--- src/rtl/decode_stage_if.sv ---
// Bundle between fetch/write-back and the decode stage: the fetched
// instruction with its stall/flush controls, the register-file write port,
// and the decoded control word that decode hands to fetch and the later stages.
interface decode_stage_if;
   logic [31:0] Inst;
   logic [31:0] PC;
   logic        stall;
   logic        flush;
   logic        wr_en;
   logic [4:0]  wr_addr;
   logic [31:0] wr_data;

   logic        id_valid;
   logic [31:0] id_pc;
   logic [25:0] target;
   logic [15:0] imm16;
   logic [4:0]  rs;
   logic [4:0]  rt;
   logic [4:0]  dst;
   logic [31:0] busA;
   logic [31:0] busB;
   logic        branch;
   logic        jump;
   logic        ExtOp;
   logic        ALUSrc;
   logic        RegWr;
   logic        MemWr;
   logic        MemtoReg;
   logic [2:0]  ALUctr;
   logic        illegal;

   // Fetch/write-back side: drives instructions and register writes.
   modport master (
      output Inst, PC, stall, flush, wr_en, wr_addr, wr_data,
      input  id_valid, id_pc, target, imm16, rs, rt, dst, busA, busB,
             branch, jump, ExtOp, ALUSrc, RegWr, MemWr, MemtoReg, ALUctr, illegal
   );

   // Decode side: consumes instructions and publishes the control word.
   modport slave (
      input  Inst, PC, stall, flush, wr_en, wr_addr, wr_data,
      output id_valid, id_pc, target, imm16, rs, rt, dst, busA, busB,
             branch, jump, ExtOp, ALUSrc, RegWr, MemWr, MemtoReg, ALUctr, illegal
   );
endinterface

--- src/rtl/decode_stage.sv ---
// Instruction-decode stage: IF/ID holding register with stall/flush,
// 32x32 register file (r0 hard-wired to zero) and the MIPS-subset decoder.
// Optional feature: define DECODE_BYPASS_EN to forward a same-cycle
// register-file write onto busA/busB.
module decode_stage (
   input  logic          clk,
   input  logic          reset,
   decode_stage_if.slave bus
);

   localparam logic [31:0] NOP_INST = 32'h0000_0000;

   typedef enum logic [2:0] {
      ALU_ADD = 3'b000,
      ALU_SUB = 3'b001,
      ALU_AND = 3'b010,
      ALU_OR  = 3'b011,
      ALU_SLT = 3'b100,
      ALU_LUI = 3'b101
   } alu_op_e;

   localparam logic [5:0] OP_RTYPE = 6'b000000;
   localparam logic [5:0] OP_ADDIU = 6'b001001;
   localparam logic [5:0] OP_ORI   = 6'b001101;
   localparam logic [5:0] OP_LUI   = 6'b001111;
   localparam logic [5:0] OP_LW    = 6'b100011;
   localparam logic [5:0] OP_SW    = 6'b101011;
   localparam logic [5:0] OP_BEQ   = 6'b000100;
   localparam logic [5:0] OP_J     = 6'b000010;

   localparam logic [5:0] FN_SLL  = 6'b000000;
   localparam logic [5:0] FN_ADDU = 6'b100001;
   localparam logic [5:0] FN_SUBU = 6'b100011;
   localparam logic [5:0] FN_AND  = 6'b100100;
   localparam logic [5:0] FN_OR   = 6'b100101;
   localparam logic [5:0] FN_SLT  = 6'b101010;

   logic [31:0] inst_q;
   logic [31:0] pc_q;
   logic        valid_q;
   logic [31:0] rf_q [32];

   logic [5:0]  op;
   logic [5:0]  funct;
   logic [4:0]  rs_idx;
   logic [4:0]  rt_idx;
   logic [31:0] read_a;
   logic [31:0] read_b;

   logic        dec_branch;
   logic        dec_jump;
   logic        dec_ext_op;
   logic        dec_alu_src;
   logic        dec_reg_wr;
   logic        dec_mem_wr;
   logic        dec_mem_to_reg;
   alu_op_e     dec_alu_ctr;
   logic        dec_illegal;

   // IF/ID holding register: flush beats stall, stall holds, otherwise capture.
   always_ff @(posedge clk or negedge reset) begin
      if (!reset) begin
         inst_q  <= NOP_INST;
         pc_q    <= 32'h0;
         valid_q <= 1'b0;
      end else if (bus.flush) begin
         inst_q  <= NOP_INST;
         pc_q    <= bus.PC;
         valid_q <= 1'b0;
      end else if (!bus.stall) begin
         inst_q  <= bus.Inst;
         pc_q    <= bus.PC;
         valid_q <= 1'b1;
      end
   end

   // Register file write port; writes to r0 are discarded and pipeline control does not gate writes.
   always_ff @(posedge clk or negedge reset) begin
      if (!reset) begin
         for (int i = 0; i < 32; i++) begin
            rf_q[i] <= 32'h0;
         end
      end else if (bus.wr_en && (bus.wr_addr != 5'd0)) begin
         rf_q[bus.wr_addr] <= bus.wr_data;
      end
   end

   assign op     = inst_q[31:26];
   assign funct  = inst_q[5:0];
   assign rs_idx = inst_q[25:21];
   assign rt_idx = inst_q[20:16];

   // Read ports: r0 always reads zero; optionally forward the write happening this cycle.
   always_comb begin
      read_a = (rs_idx == 5'd0) ? 32'h0 : rf_q[rs_idx];
      read_b = (rt_idx == 5'd0) ? 32'h0 : rf_q[rt_idx];
`ifdef DECODE_BYPASS_EN
      if (bus.wr_en && (bus.wr_addr != 5'd0) && (bus.wr_addr == rs_idx)) begin
         read_a = bus.wr_data;
      end
      if (bus.wr_en && (bus.wr_addr != 5'd0) && (bus.wr_addr == rt_idx)) begin
         read_b = bus.wr_data;
      end
`endif
   end

   // Control decode of the held instruction; unknown encodings and bubbles produce an all-zero control word.
   always_comb begin
      dec_branch     = 1'b0;
      dec_jump       = 1'b0;
      dec_ext_op     = 1'b0;
      dec_alu_src    = 1'b0;
      dec_reg_wr     = 1'b0;
      dec_mem_wr     = 1'b0;
      dec_mem_to_reg = 1'b0;
      dec_alu_ctr    = ALU_ADD;
      dec_illegal    = 1'b0;
      case (op)
         OP_RTYPE: begin
            dec_reg_wr = 1'b1;
            case (funct)
               FN_SLL:  dec_alu_ctr = ALU_ADD;
               FN_ADDU: dec_alu_ctr = ALU_ADD;
               FN_SUBU: dec_alu_ctr = ALU_SUB;
               FN_AND:  dec_alu_ctr = ALU_AND;
               FN_OR:   dec_alu_ctr = ALU_OR;
               FN_SLT:  dec_alu_ctr = ALU_SLT;
               default: begin
                  dec_reg_wr  = 1'b0;
                  dec_illegal = 1'b1;
               end
            endcase
         end
         OP_ADDIU: begin
            dec_ext_op  = 1'b1;
            dec_alu_src = 1'b1;
            dec_reg_wr  = 1'b1;
            dec_alu_ctr = ALU_ADD;
         end
         OP_ORI: begin
            dec_alu_src = 1'b1;
            dec_reg_wr  = 1'b1;
            dec_alu_ctr = ALU_OR;
         end
         OP_LUI: begin
            dec_alu_src = 1'b1;
            dec_reg_wr  = 1'b1;
            dec_alu_ctr = ALU_LUI;
         end
         OP_LW: begin
            dec_ext_op     = 1'b1;
            dec_alu_src    = 1'b1;
            dec_reg_wr     = 1'b1;
            dec_mem_to_reg = 1'b1;
            dec_alu_ctr    = ALU_ADD;
         end
         OP_SW: begin
            dec_ext_op  = 1'b1;
            dec_alu_src = 1'b1;
            dec_mem_wr  = 1'b1;
            dec_alu_ctr = ALU_ADD;
         end
         OP_BEQ: begin
            dec_branch  = 1'b1;
            dec_ext_op  = 1'b1;
            dec_alu_ctr = ALU_SUB;
         end
         OP_J: begin
            dec_jump = 1'b1;
         end
         default: begin
            dec_illegal = 1'b1;
         end
      endcase
      if (!valid_q) begin
         dec_branch     = 1'b0;
         dec_jump       = 1'b0;
         dec_ext_op     = 1'b0;
         dec_alu_src    = 1'b0;
         dec_reg_wr     = 1'b0;
         dec_mem_wr     = 1'b0;
         dec_mem_to_reg = 1'b0;
         dec_alu_ctr    = ALU_ADD;
         dec_illegal    = 1'b0;
      end
   end

   assign bus.id_valid = valid_q;
   assign bus.id_pc    = pc_q;
   assign bus.target   = inst_q[25:0];
   assign bus.imm16    = inst_q[15:0];
   assign bus.rs       = rs_idx;
   assign bus.rt       = rt_idx;
   assign bus.dst      = (op == OP_RTYPE) ? inst_q[15:11] : inst_q[20:16];
   assign bus.busA     = read_a;
   assign bus.busB     = read_b;
   assign bus.branch   = dec_branch;
   assign bus.jump     = dec_jump;
   assign bus.ExtOp    = dec_ext_op;
   assign bus.ALUSrc   = dec_alu_src;
   assign bus.RegWr    = dec_reg_wr;
   assign bus.MemWr    = dec_mem_wr;
   assign bus.MemtoReg = dec_mem_to_reg;
   assign bus.ALUctr   = dec_alu_ctr;
   assign bus.illegal  = dec_illegal;

endmodule

--- src/flat_wrapper.sv ---
// flat-port wrapper written by rule: the top's interface ports become plain ports
module decode_stage_flat 
  (clk, reset, bus_Inst, bus_PC, bus_stall, bus_flush, bus_wr_en, bus_wr_addr, bus_wr_data, bus_id_valid, bus_id_pc, bus_target, bus_imm16, bus_rs, bus_rt, bus_dst, bus_busA, bus_busB, bus_branch, bus_jump, bus_ExtOp, bus_ALUSrc, bus_RegWr, bus_MemWr, bus_MemtoReg, bus_ALUctr, bus_illegal);
  decode_stage_if bus_i ();
  input  logic clk;
  input  logic reset;
  input wire logic [$bits(bus_i.Inst)-1:0] bus_Inst;
  input wire logic [$bits(bus_i.PC)-1:0] bus_PC;
  input wire logic [$bits(bus_i.stall)-1:0] bus_stall;
  input wire logic [$bits(bus_i.flush)-1:0] bus_flush;
  input wire logic [$bits(bus_i.wr_en)-1:0] bus_wr_en;
  input wire logic [$bits(bus_i.wr_addr)-1:0] bus_wr_addr;
  input wire logic [$bits(bus_i.wr_data)-1:0] bus_wr_data;
  output wire logic [$bits(bus_i.id_valid)-1:0] bus_id_valid;
  output wire logic [$bits(bus_i.id_pc)-1:0] bus_id_pc;
  output wire logic [$bits(bus_i.target)-1:0] bus_target;
  output wire logic [$bits(bus_i.imm16)-1:0] bus_imm16;
  output wire logic [$bits(bus_i.rs)-1:0] bus_rs;
  output wire logic [$bits(bus_i.rt)-1:0] bus_rt;
  output wire logic [$bits(bus_i.dst)-1:0] bus_dst;
  output wire logic [$bits(bus_i.busA)-1:0] bus_busA;
  output wire logic [$bits(bus_i.busB)-1:0] bus_busB;
  output wire logic [$bits(bus_i.branch)-1:0] bus_branch;
  output wire logic [$bits(bus_i.jump)-1:0] bus_jump;
  output wire logic [$bits(bus_i.ExtOp)-1:0] bus_ExtOp;
  output wire logic [$bits(bus_i.ALUSrc)-1:0] bus_ALUSrc;
  output wire logic [$bits(bus_i.RegWr)-1:0] bus_RegWr;
  output wire logic [$bits(bus_i.MemWr)-1:0] bus_MemWr;
  output wire logic [$bits(bus_i.MemtoReg)-1:0] bus_MemtoReg;
  output wire logic [$bits(bus_i.ALUctr)-1:0] bus_ALUctr;
  output wire logic [$bits(bus_i.illegal)-1:0] bus_illegal;
  assign bus_i.Inst = bus_Inst;
  assign bus_i.PC = bus_PC;
  assign bus_i.stall = bus_stall;
  assign bus_i.flush = bus_flush;
  assign bus_i.wr_en = bus_wr_en;
  assign bus_i.wr_addr = bus_wr_addr;
  assign bus_i.wr_data = bus_wr_data;
  assign bus_id_valid = bus_i.id_valid;
  assign bus_id_pc = bus_i.id_pc;
  assign bus_target = bus_i.target;
  assign bus_imm16 = bus_i.imm16;
  assign bus_rs = bus_i.rs;
  assign bus_rt = bus_i.rt;
  assign bus_dst = bus_i.dst;
  assign bus_busA = bus_i.busA;
  assign bus_busB = bus_i.busB;
  assign bus_branch = bus_i.branch;
  assign bus_jump = bus_i.jump;
  assign bus_ExtOp = bus_i.ExtOp;
  assign bus_ALUSrc = bus_i.ALUSrc;
  assign bus_RegWr = bus_i.RegWr;
  assign bus_MemWr = bus_i.MemWr;
  assign bus_MemtoReg = bus_i.MemtoReg;
  assign bus_ALUctr = bus_i.ALUctr;
  assign bus_illegal = bus_i.illegal;
  decode_stage u_core (.clk(clk), .reset(reset), .bus(bus_i));
endmodule
--- config.mk ---
export PLATFORM = sky130hd
export DESIGN_NAME = decode_stage_flat
export DESIGN_NICKNAME = d
export VERILOG_FILES = /design/src/rtl/decode_stage_if.sv /design/src/rtl/decode_stage.sv /design/src/flat_wrapper.sv
export SDC_FILE = /design/constraint.sdc
export NUM_CORES = 2
export LEC_CHECK = 0
export BUFFER_PORTS_ARGS = -buffer_cell sky130_fd_sc_hd__buf_4
export CAP_MARGIN = 15
export CELL_PAD_IN_SITES_DETAIL_PLACEMENT = 1
export CELL_PAD_IN_SITES_GLOBAL_PLACEMENT = 2
export CORE_ASPECT_RATIO = 0.75
export CORE_MARGIN = 1
export CORE_UTILIZATION = 40
export DETAILED_ROUTE_END_ITERATION = 6
export PLACE_DENSITY = 0.83
export SYNTH_ARGS = -nofsm -noshare
export SYNTH_HDL_FRONTEND = slang
export SYNTH_SLANG_ARGS = --single-unit
--- constraint.sdc ---
create_clock -name clk -period 2.62 [get_ports clk]
set_input_delay 0 -clock clk [delete_from_list [all_inputs] [get_ports clk]]
set_output_delay 0 -clock clk [all_outputs]
set_load 0.01 [all_outputs]
==> flow_metrics.env <==
export IMPL_syn_area_per_cell_um2=14.7
export IMPL_pwr_share_clk_pct=32.0
export IMPL_clkLatencyLatePin_ns=0.76
export IMPL_cp_arrival_ns=3.28
export IMPL_grt_start_max_net_pins=118
export IMPL_synth_area_leader_cell="dfrtp_1"
export IMPL_cts_tree="yes"
export IMPL_area_growth_pct=28.7
export IMPL_gp_congestion=0.854
export IMPL_power_total_mw=52.7
export IMPL_h_tree_depth=3
export IMPL_setup_viol=74
export IMPL_crit_buf_inv=4
export IMPL_hpwl_um=134000
export IMPL_worstHoldStart="bus_PC[21]"
export IMPL_path_cells="buf_12 > buf_12 > nor2b_4 > buf_4 > a221oi_1 > o21ai_1 > a311oi_2 > buf_4"
export IMPL_switching_power_mw=16.2
export IMPL_die_width_um=439
export IMPL_synth_edf_count=0
export IMPL_die_h_um=330
export IMPL_ys_seq_elements=1089
export IMPL_finalCritPeriodShare_pct=125
export IMPL_multi_input_area_mm2=0.0303
export IMPL_rr_endpoint="u_core.inst_q[25]$_DFFE_PN0P_"
export IMPL_antenna_found_initial=10
export IMPL_yosysSeqAreaShare_pct=47.5
export IMPL_synth_net_count=4011
export IMPL_num_vias=42411
export IMPL_synth_top_area_share_pct=47.5
export IMPL_die_area_mm2=0.145
export IMPL_root_buffer="clkbuf_16"
export IMPL_finalInstanceArea_mm2=0.0739
export IMPL_hold_path_class="in2reg"
export IMPL_rows=119
export IMPL_slew_violations=0
export IMPL_syn_inst=3905
export IMPL_netlist_area_mm2=0.0574
export IMPL_fin_ws_ns=-0.658
export IMPL_cp_slowest_cell="dfrtp_4"
export IMPL_hold_violations=0
export IMPL_ant_nets=0
export IMPL_dp_slack_ns=-0.425
export IMPL_intPower_mw=36.5
export IMPL_p_per_area_mw_per_mm2=714
export IMPL_core_area_mm2=0.141
export IMPL_path_class="reg2out"
export IMPL_end_kind="primary output"
export IMPL_p_leak_nw=31.0
export IMPL_hold_path_end="u_core.bus.id_pc[21]$_DFFE_PN0P_"
export IMPL_slew_headroom_pct=14.6
export IMPL_drtPass1Iterations=5
export IMPL_ys_warn_count=0
export IMPL_grt_pass1_vias=44204
export IMPL_clock_sinks=1089
export IMPL_cts_buffers=114
export IMPL_final_net_count=4567
export IMPL_tightest_slew_ns=1.28
export IMPL_drive_above_1_share_pct=62.0
export IMPL_drv_cap=0
export IMPL_fillers=13169
export IMPL_start_kind="register"
export IMPL_r2r_start="u_core.inst_q[25]$_DFFE_PN0P_"
export IMPL_ir_worst_vdd_v=0.000572
export IMPL_cts_clk_slew_worst_paths_ns=0.07
export IMPL_drt_iter0_drc=5013
export IMPL_skew_ns=0
export IMPL_setup_tns_ns=-34.07
export IMPL_path_delay_family="compound AO/OA/AOI/OAI gates"
export IMPL_min_delay_path_depth=3
export IMPL_grt_usage_pct=32.0
export IMPL_io_buffers=270
export IMPL_rsz0062_at_grt="yes"
export IMPL_sw_frac_of_total_pct=30.8
export IMPL_violations="negative setup slack"
export IMPL_period_needed_ns=3.28
export IMPL_status="finished, violations left"
export IMPL_yosysUniqueCellTypes=42
export IMPL_synth_area_top_cells="dfrtp_1 (47%), mux2_2 (21%), mux4_2 (18%)"
export IMPL_post_dp_cell_area_mm2=0.0633
export IMPL_regArea_mm2=0.0273
export IMPL_fmax_mhz=305
export IMPL_clk_path_buf_depth=3
export IMPL_p_comb_share_pct=25.0
export IMPL_overflow=0
export IMPL_worst_path_largest_cell_delay_ns=0.51
export IMPL_initial_core_util_pct=40.6
export IMPL_boundaryPins=271
export IMPL_p_seq_share_pct=43.0
export IMPL_r2r_cells=4
export IMPL_ys_flop_type="dfrtp_1"
export IMPL_vias_per_cell=6.60
export IMPL_r2r_slack_ns=0.24
export IMPL_synth_async_reset_ratio_pct=100
export IMPL_routed_wl_um=241000
export IMPL_path_max_fanout=7
export IMPL_wl_per_cell_um=37.5
export IMPL_cp_required_ns=2.62
export IMPL_drc_errors=0
export IMPL_grt_pass1_wl_um=334000
## cells by family after synthesis
logic type             synth area share (%)
multiplexers                           41.8
buffers and inverters                  3.79
AND/OR/NAND/NOR                        2.10
flip-flops                             47.5
AO/OA/AOI/OAI                          4.73
XOR/XNOR                             0.0305
## what timing repair did
action                                   CTS  global route
buffers inserted                          78            72
hold endpoints to repair                2075             0
pin swaps                                 46            77
cloned                                    22             9
hold buffers                             172             0
endpoints found under the setup margin    74            74
resized for setup                        422           235
## through the flow
step                std cells  util (%)  hold WS (ns)
floorplan                3905         -        -0.296
global placement         5879      44.8       -0.0191
detailed placement       5881      44.8       -0.0150
CTS                      6360      50.9       0.00279
global route             6429      52.3        0.0224
finish                   6430      52.3        0.0213
## routing by layer
| metal | routed length [um] | global-route usage [%] | vias to the layer above | share of wire (%) |
|---|---|---|---|---|
| met5 | 74 | 0 | - | 0.031 |
| met4 | 14500 | 15.0 | 12 | 6.0 |
| met3 | 25600 | 8.66 | 742 | 11 |
| met2 | 107000 | 47.6 | 2577 | 45 |
| met1 | 93500 | 43.6 | 22992 | 39 |
| li1 | - | - | 16088 | - |
## worst max path at each step
stage	from	endpoint	slack (ns)	cells after the start
6_report	u_core.inst_q[17]$_DFFE_PN0P_	bus_busB[0]	-0.66	8
5_1_grt	u_core.inst_q[17]$_DFFE_PN0P_	bus_busB[0]	-0.72	8
4_1_cts	u_core.inst_q[17]$_DFFE_PN0P_	bus_busB[16]	-0.58	7
3_5_place_dp	u_core.inst_q[17]$_DFFE_PN0P_	bus_busB[16]	-0.43	6
3_3_place_gp	u_core.inst_q[22]$_DFFE_PN0P_	bus_busA[12]	-0.53	8
2_1_floorplan	u_core.inst_q[29]$_DFFE_PN0P_	bus_ALUctr[1]	0.45	6
## cell type report
class,instances,area share (%)
Clock inverter,40,0.515
Multi-Input combinational cell,2320,41.1
Inverter,3,0.0288
Antenna cell,1,0.00339
Timing Repair Buffer,933,13.7
Sequential cell,1089,36.9
Tap cell,1875,3.18
Clock buffer,169,4.59
## flip-flops by register name (all words and copies together) (netlist names)
register and cells:
u_core.bus.id_valid 1, u_core.rf_q 1024, u_core.bus.id_pc 32, u_core.inst_q 32
## cell usage after synthesis, drive strengths merged (4+ instances only)
cell type / n
and2: 4
nand3b: 6
a311oi: 64
mux2: 1093
nand2: 58
o21ai: 112
dfrtp: 1089
or4: 4
o2111ai: 18
a21oi: 5
nor3b: 5
a211oi: 65
mux2i: 161
clkbuf: 290
a221oi: 46
or2: 5
nor2b: 71
nand2b: 8
mux4: 448
or3: 4
a22oi: 64
buf: 204
nor2: 59
## cells in the final DEF (no fill, tap or decap), types with 34 or more instances in the layout
cell	netlist	routed
a311oi_2	0	37
mux2_2	1093	1072
clkbuf_16	0	124
mux2i_1	161	161
nor2b_1	71	55
dfrtp_1	1089	1076
a22oi_2	0	34
mux4_2	448	448
nor2_1	59	38
nand2_1	58	40
buf_4	52	512
o21ai_2	0	39
dlygate4sd3_1	0	171
buf_12	0	116
buf_6	2	78
## worst register-to-register path, stage by stage, from the launching register on
cell           delay, ns
dfrtp_2             0.39
buf_4               0.94
mux2i_1             0.24
dlygate4sd3_1       0.63
nor2_1              0.11
## power groups by stage
stage / registers (mW) / logic, mW / clock network (mW)
3_3_place_gp: 22.3 / 10.2 / 0
4_1_cts: 22.3 / 12.1 / 16.8
5_1_grt: 22.9 / 13.7 / 17.5
2_1_floorplan: 21.6 / 7.22 / 0
3_5_place_dp: 22.6 / 10.6 / 0
6_report: 22.7 / 13.2 / 16.9
Note: power is estimated with default switching activity, not from simulation.
